$ cat config.mk
export PLATFORM = sky130hd
export DESIGN_NAME = serial_rbs
export DESIGN_NICKNAME = d
export VERILOG_FILES = /design/src/rtl/serial_rbs_pkg.sv /design/src/rtl/serial_rbs_fs1.sv /design/src/rtl/serial_rbs.sv
export SDC_FILE = /design/constraint.sdc
export NUM_CORES = 1
export LEC_CHECK = 0
export BUFFER_PORTS_ARGS = -buffer_cell sky130_fd_sc_hd__buf_4
export CORE_ASPECT_RATIO = 1.4
export CORE_MARGIN = 2
export CORE_UTILIZATION = 57
export CTS_CLUSTER_SIZE = 40
export DETAILED_ROUTE_END_ITERATION = 10
export PLACE_DENSITY = 0.81
export SLEW_MARGIN = 10
export SYNTH_ARGS = -nofsm -noshare
export SYNTH_HDL_FRONTEND = slang
export SYNTH_SLANG_ARGS = --single-unit
$ cat constraint.sdc
create_clock -name clk -period 2.97 [get_ports clk]
set_clock_uncertainty 0.05 [all_clocks]
set_input_delay 0.594 -clock clk [delete_from_list [all_inputs] [get_ports clk]]
set_output_delay 0.594 -clock clk [all_outputs]
set_load 0.03 [all_outputs]
$ cat src/rtl/serial_rbs_pkg.sv
// Shared definitions for the bit-serial ripple-borrow subtractor:
// FSM state encoding and the bit-counter width helper.
package serial_rbs_pkg;

  typedef enum logic [1:0] {
    ST_IDLE = 2'd0,
    ST_RUN  = 2'd1,
    ST_DONE = 2'd2
  } state_e;

  // Wide enough to count 0..n without wrapping
  function automatic int cnt_width(input int n);
    return (n < 1) ? 1 : $clog2(n + 1);
  endfunction

endpackage

$ cat src/rtl/serial_rbs_fs1.sv
// Combinational 1-bit full subtractor: d = x - y - bi, bo = borrow out.
module serial_rbs_fs1 (
  input  logic x,
  input  logic y,
  input  logic bi,
  output logic d,
  output logic bo
);

  assign d  = x ^ y ^ bi;
  assign bo = (~x & y) | (~(x ^ y) & bi);

endmodule

$ cat src/rtl/serial_rbs.sv
// Bit-serial ripple-borrow subtractor: diff = a - b - bin, one bit per cycle
// from the LSB through a single full-subtractor cell, with start/busy/done.
module serial_rbs
  import serial_rbs_pkg::*;
#(
  parameter int N = 4
) (
  input  logic         clk,
  input  logic         rst_n,
  input  logic         start,
  input  logic [N-1:0] a,
  input  logic [N-1:0] b,
  input  logic         bin,
  output logic         busy,
  output logic         done,
  output logic [N-1:0] diff,
  output logic         bout
);

  localparam int            CW   = cnt_width(N);
  localparam logic [CW-1:0] LAST = CW'(N - 1);

  state_e         state_q, state_d;
  logic [N-1:0]   a_q, a_d, b_q, b_d;
  logic [N-1:0]   res_q, res_d, diff_q, diff_d;
  logic           br_q, br_d, bout_q, bout_d;
  logic [CW-1:0]  cnt_q, cnt_d;
  logic           bit_d, bit_bo;
  logic [N:0]     res_shift;

  serial_rbs_fs1 u_fs1 (
    .x  (a_q[0]),
    .y  (b_q[0]),
    .bi (br_q),
    .d  (bit_d),
    .bo (bit_bo)
  );

  // New bit enters at the MSB so the LSB-first stream lands in place after N shifts
  assign res_shift = {bit_d, res_q};

  always_comb begin
    state_d = state_q;
    a_d     = a_q;
    b_d     = b_q;
    res_d   = res_q;
    diff_d  = diff_q;
    br_d    = br_q;
    bout_d  = bout_q;
    cnt_d   = cnt_q;
    case (state_q)
      ST_IDLE, ST_DONE: begin
        state_d = ST_IDLE;
        if (start) begin
          a_d     = a;
          b_d     = b;
          br_d    = bin;
          res_d   = '0;
          cnt_d   = '0;
          state_d = ST_RUN;
        end
      end
      ST_RUN: begin
        a_d   = a_q >> 1;
        b_d   = b_q >> 1;
        br_d  = bit_bo;
        res_d = res_shift[N:1];
        cnt_d = cnt_q + CW'(1);
        if (cnt_q == LAST) begin
          diff_d  = res_shift[N:1];
          bout_d  = bit_bo;
          state_d = ST_DONE;
        end
      end
      default: state_d = ST_IDLE;
    endcase
  end

  always_ff @(posedge clk or negedge rst_n) begin
    if (!rst_n) begin
      state_q <= ST_IDLE;
      a_q     <= '0;
      b_q     <= '0;
      res_q   <= '0;
      diff_q  <= '0;
      br_q    <= 1'b0;
      bout_q  <= 1'b0;
      cnt_q   <= '0;
    end else begin
      state_q <= state_d;
      a_q     <= a_d;
      b_q     <= b_d;
      res_q   <= res_d;
      diff_q  <= diff_d;
      br_q    <= br_d;
      bout_q  <= bout_d;
      cnt_q   <= cnt_d;
    end
  end

  assign busy = (state_q == ST_RUN);
  assign done = (state_q == ST_DONE);
  assign diff = diff_q;
  assign bout = bout_q;

endmodule

==> reports/results.ini, run 1 <==
[outcome]
status = completed

[yosys]
synthTopCellsByArea = dfrtp_1, mux2i_1, mux2_1
synth_top_family_by_area = multiplexers
synth_nets = 107
async_reset_ff_share_pct = 100.0
synth.distinct_cells = 25
synth_edf_count = 0
synth_mux_area_share_pct = 14.22
synth_xor_area_share_pct = 0
ys_seq_elements = 22
ys.flop_type = dfrtp_1
synth-simple-area-share_pct = 12.25
netlist_instances = 92
synth_area_sq_um = 1082
synth_top_area_share_pct = 50.87
synth_adder_area_share_pct = 4.162
synth_compound_area_share_pct = 13.29
yosysTopAreaCell = dfrtp_1
yosysSeqAreaShare_pct = 50.87
syn_area_per_cell_sq_um = 11.76
yosysWarnings = 0

[setup_path]
cp_max_fo = 23
worst-setup-path-type = flip-flop to primary output
arrival_ns = 1.70
r2r_slack_ns = 1.34
cp.required_ns = 2.33
critical_path.startpoint_type = flip-flop
reg2reg_from = state_q[0]
worstSetupStartpoint = state_q[0]
crit_path_end_kind = primary output

[timing]
fmax_mhz = 427.2
tightest_slew_ns = 0.7657
hold_viol_final = 0
setup_tns_ns = 0
setup_viol = 0
rsz0062_at_grt = no
max_slew_margin_pct = 48.95
timing.final.crit_share_pct = 78.82
min_period_ns = 2.341
final-max-slew-violation-count = 0

[clock_network]
path_clk_slew_ns = 0.12
clockRootBuffer = clkbuf_4
post_cts_resized = 0
cts_setup_buffers = 0
tritoncts = yes
h-tree-depth = 1
clk_latency_ns = 0.31
cts_sinks = 22
cts_hold_buf = 0
cts_buffers = 3
clockBufferDepth = 2

[detailed_routing]
vias = 752
remaining_drc_errors = 0
wirelength_um = 1912
wl_per_cell_um = 14.71
ant_nets = 0
via_per_inst = 5.785
drt_iter0_drc = 7
dr.pass1.iters = 4

[place]
dpl.hpwl_um = 1387
globalplace.congestion = 0.7045
dpl_cell_area_sq_um = 1212
io_buffer_count = 18

[global_route]
overflow = 0
grt_pass1_wl_um = 3146
grt_max_degree = 24
first_global_vias = 734
grt_usage_pct = 19.89
grt_antenna_before_repair = 0

[die]
core_sq_um = 1779
die_w_um = 40.83
dieArea_sq_um = 2268
start_util_pct = 60.83
top_level_ports = 19
rows = 18
die_h_um = 55.56

[flow_run]
cap_violations = 0

[pwr]
cellPowerDensity_nw_per_um2 = 1078
cellLeakagePower_uw = 0.0005889
vdd_ir_drop_max_mv = 0.5894

[layout]
final_area_sq_um = 1235
fin_nets = 127
syn_to_final_growth_pct = 14.10
layout-drive-gt1-share_pct = 26.36
diodes = 0

[worst_hold_path]
hp-class = primary input to async pin

## registers in the layout, indices dropped and copies added (netlist names)
| signal | flops |
|---|---|
| a_q | 4 |
| b_q | 4 |
| bout | 1 |
| br_q | 1 |
| cnt_q | 3 |
| diff | 4 |
| res_q | 3 |
| state_q | 2 |
## cells in the mapped netlist, types with 3 or more instances
master	n
nor2b_1	7
inv_1	5
mux2_1	4
o21ai_0	3
a21oi_1	6
mux2_2	3
dfrtp_1	22
a22o_1	5
mux2i_1	6
nand2_1	3
a211oi_1	5
nand3_1	3
nor2_1	3
## placed cells by master (no fill, tap or decap), types with 3 or more instances in the layout
| master | netlist | final |
|---|---|---|
| dfrtp_1 | 22 | 22 |
| buf_4 | 2 | 19 |
| nor2b_1 | 7 | 7 |
| mux2i_1 | 6 | 6 |
| a21oi_1 | 6 | 6 |
| inv_1 | 5 | 5 |
| a211oi_1 | 5 | 5 |
| a22o_1 | 5 | 5 |
| mux2_1 | 4 | 4 |
| nand3_1 | 3 | 3 |
| o21ai_0 | 3 | 3 |
| mux2_2 | 3 | 3 |
| nand2_1 | 3 | 3 |
| nor2_1 | 3 | 3 |
| clkbuf_4 | 0 | 3 |
## worst max-delay path, cell delays in order, from the launching register on
cell and delay [ns]:
dfrtp_1 0.86, nand2b_2 0.21, inv_1 0.14, buf_4 0.17
## cell families after synthesis
family / count (synthesis)
AO/OA/AOI/OAI: 22
AND/OR/NAND/NOR: 22
adder cells (fa/ha/maj): 3
flip-flops: 22
buffers and inverters: 9
multiplexers: 14
## stage by stage
step	power (uW)	std cells	util (%)	setup WS [ns]	hold slack, ns
floorplan	1045	92	-	1.275	0.2484
global placement	1171	127	68.14	1.058	0.4246
detailed placement	1217	127	68.14	1.010	0.4257
CTS	1355	130	69.41	0.6326	0.09702
global route	1443	130	69.41	0.5174	0.1078
finish	1331	130	69.41	0.6290	0.09562
## per-layer routing
layer  GRT usage (%)  wire length [um]  vias to the layer above
met3           2.410                83                        4
met1           25.74               808                      357
met4           10.00                36                        0
met5               0                 0                        -
li1                -                 -                      368
met2           30.80               984                       23
## report_power, final
part	total, uW	switching (uW)	internal, uW
clock	136	89.0	47.5
combinational	615	307	309
sequential	579	140	440
total	1330	536	796
## cell type report
cell class / count / area [sq um]
tap: 20 / 25.02
inverter: 5 / 18.77
sequential: 22 / 550.5
fill: 146 / 544.3
multi-input combinational: 61 / 475.5
clock buffer: 3 / 22.52
timing repair buffer: 19 / 142.6
## worst paths after layout
kind                             to  cells past startpoint
setup / recovery               busy                      3
max in group asynchronous    b_q[0]                      1
hold reg to reg                bout                      2
hold / removal             cnt_q[0]                      1
min in group clk             b_q[3]                      3
setup reg to reg            diff[2]                      2
No activity file was read; power rests on OpenSTA's default activity.
==> run 2: changes to the inputs <==
- CORE_UTILIZATION: 57 -> 53
- PLACE_DENSITY: 0.81 -> 0.76
- clock period: 2.97 -> 2.3 ns (I/O delays scaled with it)
==> run 2 against run 1 <==
Final cell count grew 3.1%. Routed wire length fell by 3.9%. Combinational power rose by 38%. Core utilization decreased by 4.4 points. Final area grew 2.6%. Register-to-register slack got worse by 0.56 ns. Non-clock buffer count is 2 higher. Sequential power is 21% higher. Sequential cell count is the same. Via count grew 0.93%. Critical endpoint unchanged.
==> reports/results.ini, run 2 (synthesis gave the netlist of run 1 again) <==
[detailed_routing]
drt_iter0_drc = 9  ; +2
dr.pass1.iters = 4  ; unchanged
remaining_drc_errors = 0  ; unchanged
vias = 759  ; +0.93%
wl_per_cell_um = 13.71  ; -6.8%
ant_nets = 0  ; unchanged
wirelength_um = 1837  ; -3.9%
via_per_inst = 5.664  ; -2.1%

[layout]
syn_to_final_growth_pct = 17.11
diodes = 0  ; unchanged
final_cell_mix = dfrtp_1, buf_4, nor2b_1
multi_input_area_sq_um = 475.5  ; unchanged
fillers = 161  ; +10%
fin_nets = 129  ; +1.6%
layout-drive-gt1-share_pct = 27.43  ; +1.1 points
final_common_cell = dfrtp_1
area.sequential_sq_um = 550.5  ; unchanged

[worst_hold_path]
hold_start = b[3]
hp-class = primary input to flip-flop
hold_depth = 3
worstHoldEndpoint = b_q[3]

[setup_path]
r2r_slack_ns = 0.78  ; -0.56 ns
cp_slowest_cell = dfrtp_1
cp_max_fo = 8  ; -65%
path_cells = nand2b_2, inv_1, buf_4
ff2ff_path_depth = 4  ; +2
crit_path_end_kind = primary output
cp.required_ns = 1.79  ; -0.54 ns
critical_path.startpoint_type = flip-flop
reg2reg_from = b_q[0]
crit_buf_inv = 2  ; unchanged
critPathTopFamily = flip-flops
worstReg2RegEnd = res_q[3]
arrival_ns = 1.34  ; -0.36 ns
worst-setup-path-type = flip-flop to primary output
slowest_delay_ns = 0.48  ; -0.38 ns

[clock_network]
cts_sinks = 22  ; unchanged
tritoncts = yes
cts_hold_buf = 1  ; +1
cts_setup_buffers = 0  ; unchanged
h-tree-depth = 1  ; unchanged
clk_latency_ns = 0.30  ; about the same
post_cts_resized = 0  ; unchanged
cts_buffers = 3  ; unchanged
path_clk_slew_ns = 0.12  ; about the same
clockRootBuffer = clkbuf_4
clockBufferDepth = 2  ; unchanged

[pwr]
vdd_ir_drop_max_mv = 0.7239  ; +23%
cellLeakagePower_uw = 0.0006050  ; +2.7%
p_total_uw = 1758  ; +32%
cellPowerDensity_nw_per_um2 = 1387  ; +29%

[outcome]
status = completed

[die]
start_util_pct = 55.52  ; -5.3 points
top_level_ports = 19  ; unchanged
core_sq_um = 1949  ; +9.6%
dieArea_sq_um = 2424  ; +6.9%
die_w_um = 42.19  ; +3.3%
die_h_um = 57.47  ; +3.4%
rows = 19  ; +1

[place]
globalplace.congestion = 0.7329  ; +4.0%
io_buffer_count = 18  ; unchanged
dpl.hpwl_um = 1366  ; -1.5%

[timing]
fmax_mhz = 541.9
rsz0062_at_grt = no
hold_viol_final = 0  ; unchanged
setup_tns_ns = 0  ; unchanged
min_period_ns = 1.845
tightest_slew_ns = 0.2815  ; -0.4842 ns
max_slew_margin_pct = 81.23  ; +32 points
timing.final.crit_share_pct = 80.23
setup_viol = 0  ; unchanged
final-max-slew-violation-count = 0  ; unchanged

[global_route]
grt_max_degree = 23  ; -4.2%
grt_usage_pct = 17.93  ; -2.0 points
overflow = 0  ; unchanged
grt_pass1_wl_um = 3312  ; +5.3%
first_global_vias = 769  ; +4.8%
grt_antenna_before_repair = 0  ; unchanged

[flow_run]
cap_violations = 0  ; unchanged

[run 2: cell count changes in the layout (fill, tap and decap cells not counted)]
cell           delta
clkbuf_8          +1
dlygate4sd3_1     +1
buf_4             +1
[run 2: worst max path at each step]
stage,from,cells after the start,slack [ns],end
after detailed placement,b_q[0],4,0.78,res_q[3]
after floorplan,state_q[1],2,0.74,done
after global placement,b_q[0],4,0.82,res_q[3]
after global routing,state_q[1],3,0.35,busy
final,state_q[1],3,0.45,busy
after CTS,state_q[1],3,0.44,busy
[run 2: report_power, final]
group          switching, uW  internal (uW)  total [uW]
registers                131            569         700
clock network            114           96.5         210
logic                    440            408         849
total                    685           1070        1760
[run 2: metrics by stage]
step | utilization [%] | setup WS [ns] | cells | hold WS, ns | instance area (sq um)
5_1_grt | 65.02 | 0.3483 | 134 | 0.2993 | 1267
3_5_place_dp | 62.64 | 0.7822 | 129 | 0.3132 | 1221
4_1_cts | 65.02 | 0.4410 | 134 | 0.2893 | 1267
6_report | 65.02 | 0.4548 | 134 | 0.2950 | 1267
2_1_floorplan | - | 0.7395 | 92 | 0.1144 | 1082
3_3_place_gp | 62.64 | 0.8170 | 129 | 0.3123 | 1221
[run 2: layout make-up]
| class | count | area share, % |
|---|---|---|
| Timing Repair Buffer | 21 | 12.64 |
| Inverter | 5 | 1.481 |
| Clock buffer | 4 | 2.863 |
| Tap cell | 21 | 2.073 |
| Sequential cell | 22 | 43.44 |
| Multi-Input combinational cell | 61 | 37.51 |
[run 2: worst reg2reg max path, delay by kind of cell (launching register included)]
family | cells | cell delay [ns]
adder cells (fa/ha/maj) | 1 | 0.49
flip-flops | 1 | 0.38
multiplexers | 1 | 0.27
AO/OA/AOI/OAI | 1 | 0.17
buffers and inverters | 1 | 0.06
[run 2: layer usage]
metal  part of all wire, %  wire length, um  vias to the layer above  GRT usage [%]
met5                     0                0                        -              0
met4                  0.87               16                        0          8.036
met3                   3.6               66                        2          1.899
met2                    52              951                       14          32.75
met1                    44              803                      371          20.70
li1                      -                -                      372              -
==> run 3: changes to the inputs <==
- CORE_UTILIZATION: 53 -> 48
- PLACE_DENSITY: 0.76 -> 0.73
- clock period: 2.3 -> 1.5 ns (I/O delays scaled with it)
==> run 3 against run 2 <==
Worst hold slack got worse by 0.15 ns. First-iteration DRC count shrank 22%. Clock power rose by 51%. Power is 67% higher. Sequential cell count stayed put. Sequential share of layout area fell by 2.8 points. Die area rose by 9.5%. Largest power group unchanged. Critical path depth grew 1. Critical endpoint is now res_q[3]. Sequential power rose by 54%. Final cell count up 8.2%.
==> reports/results.ini, run 3 (synthesis gave the netlist of run 1 again) <==
[detailed_routing]
via_per_inst = 5.566  ; -1.7%
remaining_drc_errors = 0  ; unchanged
dr.pass1.iters = 3  ; -1
ant_nets = 0  ; unchanged
wl_per_cell_um = 13.71  ; about the same
vias = 807  ; +6.3%
wirelength_um = 1988  ; +8.2%
drt_iter0_drc = 7  ; -2

[place]
dpl_cell_area_sq_um = 1245  ; +1.9%
post-place-ws_ns = 0.008464  ; -0.7738 ns
io_buffer_count = 18  ; unchanged
dpl.hpwl_um = 1395  ; +2.1%
globalplace.congestion = 0.7481  ; +2.1%

[clock_network]
tritoncts = yes
clockBufferDepth = 2  ; unchanged
clk_latency_ns = 0.29  ; about the same
h-tree-depth = 1  ; unchanged
cts_sinks = 22  ; unchanged
clockRootBuffer = clkbuf_4
path_clk_slew_ns = 0.12  ; about the same
cts_buffers = 3  ; unchanged

[timing]
setup_viol = 0  ; unchanged
setup_tns_ns = 0  ; unchanged
hold_viol_final = 0  ; unchanged
hold_ws_ns = 0.1419  ; -0.1531 ns
setup_slack_ns = 0.005430  ; -0.4493 ns
tightest_slew_ns = 0.2838  ; +0.002304 ns
rsz0062_at_grt = yes
final-max-slew-violation-count = 0  ; unchanged
min_period_ns = 1.495
fmax_mhz = 669.1
max_slew_margin_pct = 81.08  ; -0.15 points
timing.final.crit_share_pct = 99.64

[worst_hold_path]
hp-class = primary input to flip-flop

[setup_path]
critical_path.startpoint_type = flip-flop
crit_path_end_kind = flip-flop
cp_max_fo = 2  ; -6
cp.required_ns = 1.65  ; -0.14 ns
worst-setup-path-type = flip-flop to flip-flop
arrival_ns = 1.64  ; +0.30 ns

[layout]
multi_input_area_sq_um = 483.0  ; +1.6%
layout-drive-gt1-share_pct = 37.40  ; +10 points
final_area_sq_um = 1360  ; +7.3%
fillers = 184  ; +14%
diodes = 0  ; unchanged
final_cell_mix = buf_4, dfrtp_1, nor2b_1
final_common_cell = buf_4
area.sequential_sq_um = 553.0  ; +0.45%
fin_nets = 139  ; +7.8%
syn_to_final_growth_pct = 25.66

[die]
die_w_um = 44.13  ; +4.6%
dieArea_sq_um = 2656  ; +9.5%
top_level_ports = 19  ; unchanged
die_h_um = 60.19  ; +4.7%
start_util_pct = 50.29  ; -5.2 points
core_sq_um = 2152  ; +10%
rows = 20  ; +1

[outcome]
status = completed

[global_route]
grt_max_degree = 23  ; unchanged
grt_pass1_wl_um = 3332  ; +0.60%
grt_usage_pct = 17.00  ; -0.93 points
grt_antenna_before_repair = 0  ; unchanged
first_global_vias = 733  ; -4.7%
overflow = 0  ; unchanged

[pwr]
p_sw_share_pct = 38.06  ; -0.88 points
switchingPower_uw = 1116  ; +63%
share_comb_of_total_power_pct = 52.2  ; +3.9 points
p_int_uw = 1816  ; +69%
p_seq_share_pct = 37.0  ; -2.8 points
vdd_ir_drop_max_mv = 1.296  ; +79%
p_total_uw = 2932  ; +67%
clkPwrFrac_pct = 10.9  ; -1.0 points
cellPowerDensity_nw_per_um2 = 2156  ; +55%
cellLeakagePower_uw = 0.0006523  ; +7.8%

[flow_run]
cap_violations = 0  ; unchanged

-- run 3: cell count changes in the layout (fill, tap and decap cells not counted), sizes merged --
cell	before	now
buf	20	30
-- run 3: repair_timing --
action / CTS / global route
gates resized for setup: 6 / 2
buffers inserted: 3 / 4
hold endpoints to repair: 22 / 0
hold buffers: 1 / 0
pin swaps: 0 / 0
setup endpoints to repair: 3 / 7
-- run 3: worst max-delay path, stage by stage (launching register included) --
cell,delay (ns)
dfrtp_1,0.39
inv_2,0.05
fa_1,0.48
mux2_2,0.27
a22o_1,0.17
-- run 3: per-layer routing --
metal	share of wire (%)	up-vias	global-route usage [%]
li1	-	389	-
met1	43	404	21.99
met2	54	12	28.78
met3	2.7	2	1.813
met4	0.80	0	6.494
met5	0	-	0
-- run 3: worst paths after layout --
kind                             start         end  slack [ns]  depth (start not counted)
worst max-delay path            b_q[0]    res_q[3]       0.005                          4
worst min-delay path              b[3]      b_q[3]        0.14                          3
worst max register to register  b_q[0]    res_q[3]       0.005                          4
worst min register to register    bout        bout        0.46                          2
max in group asynchronous        rst_n  state_q[0]        0.80                          2
min in group asynchronous        rst_n  state_q[1]        0.36                          2
-- run 3: area by class of cell --
cell class,count,area share [%]
timing repair buffer,31,17.57
sequential,22,40.66
multi-input combinational,61,35.51
inverter,5,1.564
clock buffer,4,2.668
tap,22,2.024
-- run 3: power by group through the flow --
stage / clock, uW / sequential, uW / combinational [uW]
after CTS: 335 / 1100 / 1440
final: 318 / 1080 / 1530
after floorplan: 0 / 1170 / 894
after global routing: 352 / 1120 / 1700
after detailed placement: 0 / 1120 / 1360
after global placement: 0 / 1100 / 1300
-- run 3: through the flow --
step / utilization (%) / instances
after floorplan: - / 92
after CTS: 61.57 / 141
final: 63.20 / 145
after detailed placement: 57.85 / 133
after global placement: 57.85 / 133
after global routing: 63.20 / 145
